**src/rtl/matrix_scan_controller.sv**
```systemverilog
// matrix_scan_controller: row-scan sequencer for a 5x7 LED dot matrix (active-low rows, active-high columns).
// Latency: col_in is registered onto cols on the edge ending LOAD. Row period is BLANK_CYCLES+1+DIV_MAX+1 cycles.
// Backpressure: none. en is sampled only in IDLE and on the last SHOW cycle, so a row always completes its dwell.
//
// Ports:
//   clk, rst_n  - clock (rising edge), asynchronous active-low reset
//   en          - scan enable
//   sel_in      - requested symbol; latched into sel_frame only at frame start
//   col_in      - 5-bit pattern for (sel_frame, row_idx), combinational from preset logic
//   row_idx     - current row 0..6 to preset logic
//   sel_frame   - symbol held for the whole frame
//   rows_n      - one-hot active-low row drivers, 7'h7F = all off
//   cols        - registered column drivers
//   frame_done  - one-cycle pulse after row 6 completes
//
// Optional: define MATRIX_BLINK_EN to blank the columns on alternating runs of BLINK_FRAMES frames.
module matrix_scan_controller #(
  parameter int DIV_WIDTH    = 16,
  parameter int DIV_MAX      = 49999,
  parameter int BLANK_CYCLES = 2,
  parameter int BLINK_FRAMES = 32
) (
  input  logic       clk,
  input  logic       rst_n,
  input  logic       en,
  input  logic [1:0] sel_in,
  input  logic [4:0] col_in,
  output logic [2:0] row_idx,
  output logic [1:0] sel_frame,
  output logic [6:0] rows_n,
  output logic [4:0] cols,
  output logic       frame_done
);

  typedef enum logic [1:0] {IDLE, BLANK, LOAD, SHOW} state_t;

  localparam logic [6:0]           ALL_OFF    = 7'h7F;
  localparam logic [2:0]           LAST_ROW   = 3'd6;
  localparam logic [DIV_WIDTH-1:0] DWELL_LAST = DIV_WIDTH'(DIV_MAX);
  localparam logic [DIV_WIDTH-1:0] BLANK_LAST = DIV_WIDTH'((BLANK_CYCLES > 0) ? BLANK_CYCLES - 1 : 0);
  // With no blanking the dark gap between rows is just the LOAD cycle.
  localparam state_t               ROW_START  = (BLANK_CYCLES == 0) ? LOAD : BLANK;

  state_t               state;
  logic [DIV_WIDTH-1:0] cnt;
  logic [4:0]           load_cols;

`ifdef MATRIX_BLINK_EN
  localparam int              FC_W       = (BLINK_FRAMES > 1) ? $clog2(BLINK_FRAMES) : 1;
  localparam logic [FC_W-1:0] FRAME_LAST = FC_W'((BLINK_FRAMES > 1) ? BLINK_FRAMES - 1 : 0);

  logic [FC_W-1:0] frame_cnt;
  logic            blink_on;
  logic            frame_end;

  // Same edge that raises frame_done, so the next frame's first LOAD already sees the new blink phase.
  assign frame_end = (state == SHOW) && (cnt == DWELL_LAST) && (row_idx == LAST_ROW);

  always_ff @(posedge clk or negedge rst_n) begin
    if (!rst_n) begin
      frame_cnt <= '0;
      blink_on  <= 1'b1;
    end else if (frame_end) begin
      if (frame_cnt == FRAME_LAST) begin
        frame_cnt <= '0;
        blink_on  <= ~blink_on;
      end else begin
        frame_cnt <= frame_cnt + FC_W'(1);
      end
    end
  end

  // Rows keep scanning while blanked so the frame timing never changes.
  assign load_cols = blink_on ? col_in : 5'd0;
`else
  assign load_cols = col_in;
`endif

  always_ff @(posedge clk or negedge rst_n) begin
    if (!rst_n) begin
      state      <= IDLE;
      row_idx    <= '0;
      sel_frame  <= '0;
      rows_n     <= ALL_OFF;
      cols       <= '0;
      frame_done <= 1'b0;
      cnt        <= '0;
    end else begin
      frame_done <= 1'b0;
      case (state)
        IDLE: begin
          rows_n <= ALL_OFF;
          cols   <= '0;
          if (en) begin
            sel_frame <= sel_in;
            row_idx   <= '0;
            cnt       <= '0;
            state     <= ROW_START;
          end
        end
        BLANK: begin
          if (cnt == BLANK_LAST) begin
            cnt   <= '0;
            state <= LOAD;
          end else begin
            cnt <= cnt + DIV_WIDTH'(1);
          end
        end
        LOAD: begin
          // Row and columns switch on together so no stale pattern is ever lit.
          cols   <= load_cols;
          rows_n <= ~(7'b1 << row_idx);
          cnt    <= '0;
          state  <= SHOW;
        end
        SHOW: begin
          if (cnt == DWELL_LAST) begin
            rows_n <= ALL_OFF;
            cols   <= '0;
            cnt    <= '0;
            if (row_idx == LAST_ROW) begin
              // Frame boundary: only place a new symbol is picked up.
              row_idx    <= '0;
              sel_frame  <= sel_in;
              frame_done <= 1'b1;
            end else begin
              row_idx <= row_idx + 3'd1;
            end
            state <= en ? ROW_START : IDLE;
          end else begin
            cnt <= cnt + DIV_WIDTH'(1);
          end
        end
        default: state <= IDLE;
      endcase
    end
  end

endmodule

```
**config.mk**
```make
export PLATFORM = sky130hd
export DESIGN_NAME = matrix_scan_controller
export DESIGN_NICKNAME = d
export VERILOG_FILES = /design/src/rtl/matrix_scan_controller.sv
export SDC_FILE = /design/constraint.sdc
export NUM_CORES = 1
export LEC_CHECK = 0
export CAP_MARGIN = 20
export CORE_ASPECT_RATIO = 1.2
export CORE_MARGIN = 5
export CORE_UTILIZATION = 25
export DETAILED_ROUTE_END_ITERATION = 10
export MAX_ROUTING_LAYER = met4
export SLEW_MARGIN = 30
export SYNTH_ARGS = -nofsm -noshare
export SYNTH_HDL_FRONTEND = slang
export SYNTH_SLANG_ARGS = --single-unit
```
**constraint.sdc**
```tcl
create_clock -name clk -period 3.9 [get_ports clk]
set_input_delay 0.78 -clock clk [delete_from_list [all_inputs] [get_ports clk]]
set_output_delay 0.78 -clock clk [all_outputs]
set_load 0.01 [all_outputs]
```
* After elaboration in Yosys (flattened, before gate mapping) *
Index checks and enable logic that the tools add are counted.

word-level totals
  bits of input ports = 10
  output and inout bits = 18
  flip-flop bits (word level) = 36
  logic and storage cells = 52

operators by class
  equality and inequality tests = 10
  multiplexer cells = 24
  shift operators = 1
  reductions and logical operators = 7
  add/subtract/negate cells = 2
  bitwise logic cells = 1

operator list
  cell                     count
  $pmux W16 S4             1
  $mux W16                 3
  $pmux W7 S3              1
  $add A16 B1 Y16 const B  1
  $eq A16 B1 Y1 const B    1
  $eq A16 B16 Y1 const B   1
  $pmux W5 S3              1
  $mux W2                  6
  $mux W3                  3
  $ne A2 B2 Y1 const B     4
  $pmux W2 S4              1
  $mux W7                  1
  $not A7 Y7               1
  $shl A1 B3 Y7 const A    1
  $pmux W3 S2              1
  $reduce_and A3 Y1        2
  $mux W5                  1
  $eq A2 B2 Y1 const B     2
  $mux W1                  4
  $pmux W2 S2              1
  $reduce_and A4 Y1        1
  $add A3 B1 Y3 const B    1
  $eq A3 B3 Y1 const B     1
  $reduce_bool A3 Y1       1
  4 further kinds          4

* Depth between registers and ports, before layout *
Gate-level depths: netlist of the first run.

  depth after elaboration = 4
  gate-level depth with buffers = 8

* Worst setup path before layout of the first run *
Ideal clock, no wire load.

  kind = reg-to-reg
  from = register cnt[10]
  to = register sel_frame[0]
  setup slack = 1.744 ns
  stages on the path, launching flop included = 6
  data arrival time = 2.031 ns
  clock period less this slack = 2.156 ns
  cells stage by stage = dfrtp_1 > or4_4 > o41ai_4 > nand2_1 > nor2_1 > mux2_2

between the ends
  longest elaborated chain between the ends = 3

RTL lines
  element                      RTL line  source
  start: declaration           45        logic [DIV_WIDTH-1:0] cnt;
  start signal: assignment     106       cnt <= cnt + DIV_WIDTH'(1);
  start signal: assignment     131       cnt <= cnt + DIV_WIDTH'(1);
  $eq A16 B16 Y1               117       if (cnt == DWELL_LAST) begin
  $ne A2 B2 Y1 (no line)       n/a
  $reduce_and A4 Y1 (no line)  n/a
  end signal: assignment       95        sel_frame <= sel_in;
  end signal: assignment       124       sel_frame <= sel_in;
  end: declaration             29        output logic [1:0] sel_frame,

No other way between the ends.
A chain may end at the register's enable or synchronous reset.

* Final worst setup path of the first run *
  from = register cnt[1]
  to = register state[0]

between the ends
  longest elaborated chain between the ends = 3
  elaborated cells between the ends (all ways) = 5

RTL lines
  element                                                 RTL line  source
  $eq A16 B1 Y1 / $eq A16 B16 Y1 (equally long branches)  102, 117
  $ne A2 B2 Y1 (no line)                                  n/a
  $reduce_and A3 Y1 (no line) *                           n/a
  end signal: assignment                                  129       state <= en ? ROW_START : IDLE;
  end: declaration                                        44        state_t state;

Every way passes the cells marked *; elsewhere a longest branch is shown, timed or not.

==> reports/metrics.cfg, run 1 <==
[floorplan]
die-area_mm2 = 0.00924
core-area_mm2 = 0.00723
rows = 34
fp.dieH_um = 104
initial_core_util_pct = 25.6
io_pins = 28
die_x_um = 88.6

[routing]
top_layer = met4
drt_iter0_drc = 64
ant_nets = 0
routed_wl_um = 3900
viasPerCell = 4.56
first_pass_iters = 4
wl_met3_um = 200
met2_length_um = 1930
wl_per_cell_um = 12.5
drc = 0
wl_met1_um = 1680
dr_total_vias = 1426

[setup_path]
cpPeakStageDelay_ns = 0.60
cp.required_ns = 4.08
cp_slowest_cell = or4b_2
cp_top_family = simple AND/OR/NAND/NOR gates
reg2reg_depth = 7
cp_max_fo = 14
ff2ff_setup_slack_ns = 1.33
r2r_end = state[0]
crit_chain = inv_1 -> ha_1 -> or4b_2 -> o41ai_2 -> and3_1 -> a31oi_1 -> o22a_1
path_class = reg -> reg
critPathCaptureType = register
arrival_ns = 2.75
cp-start-kind = register
critical_path_buf_inv_count = 1
timing.rr.start = cnt[1]

[timing]
final.period_utilization_pct = 66.0
fmaxAchievable_ghz = 0.388
worstMarginPinSlew_ns = 0.610
whs_ns = 0.454
finalClockSkew_ns = 0.00832
period_needed_ns = 2.57
rsz0062_at_grt = false
tns_ns = 0
finalMaxSlewViolations = 0
finalWorstSetupSlack_ns = 1.33
slew_headroom_pct = 59.3
setup_violations = 0
hold_viol_final = 0

[global_route]
grt_usage_pct = 9.54
grt_overflow_total = 0
grt_pass1_vias = 1432
antenna_found_initial = 0
grt_max_degree = 37
grt_pass1_wl_um = 6710

[cells_and_area]
synthToLayoutAreaGrowth_pct = 26.1
nets = 240
drive_gt1_share_pct = 10.3
diodes = 0
fill_cells = 768
fin_util_pct = 32.3

[placed_design]
numPortBuffers = 27
place.detailed.hpwl_um = 2970
dp_slack_ns = 1.34
gp_congestion = 0.831

[cts]
clk_pin_slew_ns = 0.08
tritoncts = yes
clock_latency_ns = 0.29
cts_sinks = 36
cts_buffer_depth = 2
cts_made_buffers = 5
root_buffer = clkbuf_8
cts_setup_buffers = 0
cts_hold_buffers = 0
ctsResizeCount = 0
htree_num_levels = 2

[worst_hold_path]
min_path_type = reg -> reg
hold_end = rows_n[2]
hold_start = rows_n[2]
hold_path_depth = 2

[synthesis]
avgSynthCellArea_um2 = 9.55
synth_common_cells = nand2_1 (33), dfrtp_1 (29), nor2_1 (21), o21ai_0 (12)
synth_top_area_share_pct = 39.2
synth_seq_cells = 36
yosysMostFrequentCell = nand2_1
synthFlopType = dfrtp_1
synth_area_mm2 = 0.00185
async_flop_share_pct = 100
ys_seq_area_share_pct = 49.1
ys_warn_count = 0
syn_nets = 212
synth.distinct_cells = 40
postSynthCellCount = 194
synth_largest_area_cell = dfrtp_1
synth_edf_count = 0
synth.top_cells.by_area = dfrtp_1 (39%), dfstp_2 (9.9%), nand2_1 (6.7%), ha_1 (5.4%), nor2_1 (4.3%)

[power]
p_per_area_mw_per_mm2 = 326
vdd_drop_max_v = 0.000200
power_leakage_uw = 0.00102

[outcome]
outcome = complete, no violations

[job]
drv_cap = 0

==> layout make-up <==
class	count	area, um2	area share (%)
clock buffers	7	96.3	4.12
repair buffers	28	278	11.9
flip-flops and latches	36	910	38.9
multi-input cells	144	883	37.8
inverters	7	26.3	1.12
clock inverters	1	30.0	1.29
well taps	90	113	4.82
==> sequential cells by signal, indices dropped and copies added (netlist names) <==
| name | count |
|---|---|
| rows_n | 7 |
| frame_done | 1 |
| row_idx | 3 |
| cols | 5 |
| state | 2 |
| sel_frame | 2 |
| cnt | 16 |
==> power by group <==
group	total, uW	switching [uW]	leakage [uW]	internal (uW)
sequential	377	1.27	0.000447	376
combinational	25.9	12.0	0.000509	14.0
clock	358	133	0.0000645	226
==> routing by layer <==
| metal | global-route usage, % | vias to the layer above |
|---|---|---|
| met5 | - | - |
| met2 | 15.8 | 29 |
| li1 | - | 726 |
| met3 | 2.85 | 7 |
| met1 | 10.8 | 664 |
| met4 | 3.35 | 0 |
==> how the worst max path moves through the flow <==
stage / from / end / cells after the start
global placement: en / cnt[9] / 6
floorplan: cnt[10] / sel_frame[0] / 5
detailed placement: cnt[1] / state[0] / 7
global route: cnt[1] / state[0] / 7
finish: cnt[1] / state[0] / 7
CTS: cnt[1] / state[0] / 7
==> worst reg2reg max path, cell delays in order (launching register included) <==
cell and delay, ns:
dfrtp_1 0.41, inv_1 0.06, ha_1 0.14, or4b_2 0.60, o41ai_2 0.38, and3_1 0.53, a31oi_1 0.15, o22a_1 0.20
==> per-stage QoR <==
stage,instance area [um2],instances,total power [uW]
6_report,2340,313,762
5_1_grt,2340,313,796
4_1_cts,2340,313,777
3_5_place_dp,2210,305,412
3_3_place_gp,2210,305,411
2_1_floorplan,1850,194,388
==> placed cells by master, fill, tap and decap left out, drive strengths merged, types with 2 or more instances in the layout <==
master | synthesis | routed
and3 | 4 | 4
nand2 | 33 | 33
xor2 | 6 | 6
nor4 | 3 | 3
nand2b | 5 | 5
dfrtp | 29 | 29
nor3 | 6 | 6
clkdlybuf4s50 | 0 | 27
o21ai | 12 | 12
and2 | 2 | 2
o2bb2ai | 2 | 2
inv | 7 | 7
nand3 | 8 | 8
ha | 8 | 8
nor2 | 21 | 21
a31oi | 5 | 5
o41ai | 2 | 2
or4 | 2 | 2
mux2 | 2 | 2
clkbuf | 4 | 7
nand4 | 4 | 4
xnor2 | 5 | 5
dfstp | 7 | 7
==> cell families after synthesis <==
family	after synthesis	share of synthesized area, %
buf+inv	14	3.18
compound gates	27	10.6
simple gates	95	24.7
fa+ha+maj	8	5.41
mux	3	1.76
flops	36	49.1
xor+xnor	11	5.20
Power figures use the tool's default switching activity.
==> run 2, diff against run 1 <==
clock period = 2.4 ns   (was 3.9 ns; I/O delays follow)
==> reports/metrics.cfg, run 2 (synthesized netlist as in run 1, its figures left out) <==
[global_route]
grt_usage_pct = 9.49  ; was 9.54%
grt_pass1_vias = 1463  ; was 1432
grt_pass1_wl_um = 6730  ; was 6710 um
antenna_found_initial = 0  ; unchanged
grt_overflow_total = 0  ; unchanged
grt_max_degree = 37  ; unchanged

[power]
pwr-share-seq_pct = 54.4  ; was 49.5%
p_per_area_mw_per_mm2 = 482  ; was 326 mW/mm2
p_clk_share_pct = 41.8  ; was 47.1%
vdd_drop_max_v = 0.000203  ; was 0.000200 V
pwr-share-comb_pct = 3.8  ; was 3.4%
swShare_pct = 20.6  ; was 19.2%
p_switching_uw = 232  ; was 146 uW
power_leakage_uw = 0.00103  ; was 0.00102 uW
p_int_uw = 896  ; was 616 uW
power.total_uw = 1130  ; was 762 uW

[cells_and_area]
largest_reg_flops = 16  ; unchanged
fill_cells = 758  ; was 768
multiInputGateArea_um2 = 883  ; unchanged
final_cell_mix = nand2_1 (33), dfrtp_1 (29), clkdlybuf4s50_1 (27)  ; unchanged
final_common_cell = nand2_1  ; unchanged
fin_util_pct = 32.4  ; was 32.3%
top_regs = cnt x16, rows_n x7, cols x5  ; unchanged
diodes = 0  ; unchanged
fin_cells = 317  ; was 313
nets = 244  ; was 240
synthToLayoutAreaGrowth_pct = 26.4  ; was 26.1%
regMostFlops = cnt  ; unchanged
drive_gt1_share_pct = 11.5  ; was 10.3%
regArea_um2 = 910  ; unchanged

[cts]
tritoncts = yes  ; unchanged
htree_num_levels = 2  ; unchanged
ctsResizeCount = 0  ; unchanged
cts_sinks = 36  ; unchanged
root_buffer = clkbuf_8  ; unchanged
cts_made_buffers = 5  ; unchanged
cts_setup_buffers = 0  ; unchanged
clock_latency_ns = 0.28  ; was 0.29 ns
clk_pin_slew_ns = 0.08  ; about the same
cts_hold_buffers = 0  ; unchanged
cts_buffer_depth = 2  ; unchanged

[worst_hold_path]
min_path_type = reg -> reg  ; unchanged

[setup_path]
cp-start-kind = register  ; unchanged
critPathCaptureType = register  ; unchanged
path_class = reg -> reg  ; unchanged
cp.required_ns = 2.58  ; was 4.08 ns
cp_max_fo = 5  ; was 14
arrival_ns = 2.46  ; was 2.75 ns

[routing]
dr_total_vias = 1495  ; was 1426
drt_iter0_drc = 41  ; was 64
drc = 0  ; unchanged
viasPerCell = 4.72  ; was 4.56
wl_per_cell_um = 12.8  ; was 12.5 um
first_pass_iters = 4  ; unchanged
ant_nets = 0  ; unchanged
routed_wl_um = 4060  ; was 3900 um

[timing]
finalClockSkew_ns = 0.0124  ; was 0.00832 ns
tns_ns = 0  ; unchanged
fmaxAchievable_ghz = 0.438  ; was 0.388 GHz
final.period_utilization_pct = 95.1  ; was 66.0%
worstMarginPinSlew_ns = 0.580  ; was 0.610 ns
finalMaxSlewViolations = 0  ; unchanged
setup_violations = 0  ; unchanged
period_needed_ns = 2.28  ; was 2.57 ns
slew_headroom_pct = 61.3  ; was 59.3%
finalWorstSetupSlack_ns = 0.118  ; was 1.33 ns
rsz0062_at_grt = false  ; unchanged
hold_viol_final = 0  ; unchanged

[floorplan]
die-area_mm2 = 0.00924  ; unchanged
io_pins = 28  ; unchanged
fp.dieH_um = 104  ; unchanged
die_x_um = 88.6  ; unchanged
rows = 34  ; unchanged
core-area_mm2 = 0.00723  ; unchanged
initial_core_util_pct = 25.6  ; unchanged

[placed_design]
numPortBuffers = 27  ; unchanged
dp.cells = 309  ; was 305
place.detailed.hpwl_um = 3080  ; was 2970 um
dp_slack_ns = 0.133  ; was 1.34 ns
gp_congestion = 0.922  ; was 0.831

[job]
drv_cap = 0  ; unchanged

[outcome]
outcome = complete, no violations  ; unchanged

==> run 2: cell count changes in the layout (fill, tap and decap cells not counted), sizes merged <==
cell	previous run	this run
bufinv	1	0
buf	1	5
clkbuf	7	8
==> run 2: cell type report <==
type	instances	area share (%)
Sequential cell	36	38.9
Multi-Input combinational cell	144	37.8
Timing Repair Buffer	32	13.2
Tap cell	90	4.81
Clock buffer	8	4.28
Inverter	7	1.12
==> run 2: worst paths after layout <==
check,startpoint,endpoint,slack (ns),depth (start not counted)
max in group asynchronous,rst_n,rows_n[2],1.43,2
max,cnt[10],sel_frame[1],0.12,5
min reg2reg,rows_n[2],rows_n[2],0.46,2
min,rows_n[2],rows_n[2],0.46,2
min in group asynchronous,rst_n,row_idx[1],0.61,2
max reg2reg,cnt[10],sel_frame[1],0.12,5
==> run 2: per-layer routing <==
layer / global-route usage (%) / wire [um] / vias up
met3: 3.09 / 219 / 8
met1: 10.5 / 1700 / 716
met4: 2.92 / 65 / 0
met2: 15.9 / 2070 / 38
li1: - / - / 733
met5: - / 0 / -
==> run 2: metrics by stage <==
step                cell area, um2  hold slack, ns
floorplan                     1850           0.184
global placement              2240           0.444
detailed placement            2240           0.459
CTS                           2340           0.469
global route                  2340           0.486
finish                        2340           0.462
==> run 2: power groups by stage <==
stage	Combinational (uW)	Clock, uW	Sequential (uW)
global placement	43.8	0	625
global route	47.6	518	614
floorplan	3.48	0	627
CTS	44.6	490	613
finish	42.9	472	614
detailed placement	44.4	0	625
==> run 2: critical path: stages, from the launching register on <==
cell     delay (ns)
dfrtp_1        0.43
or4_4          0.59
o41ai_4        0.47
nand2_1        0.13
nor2_1         0.20
mux2_2         0.36
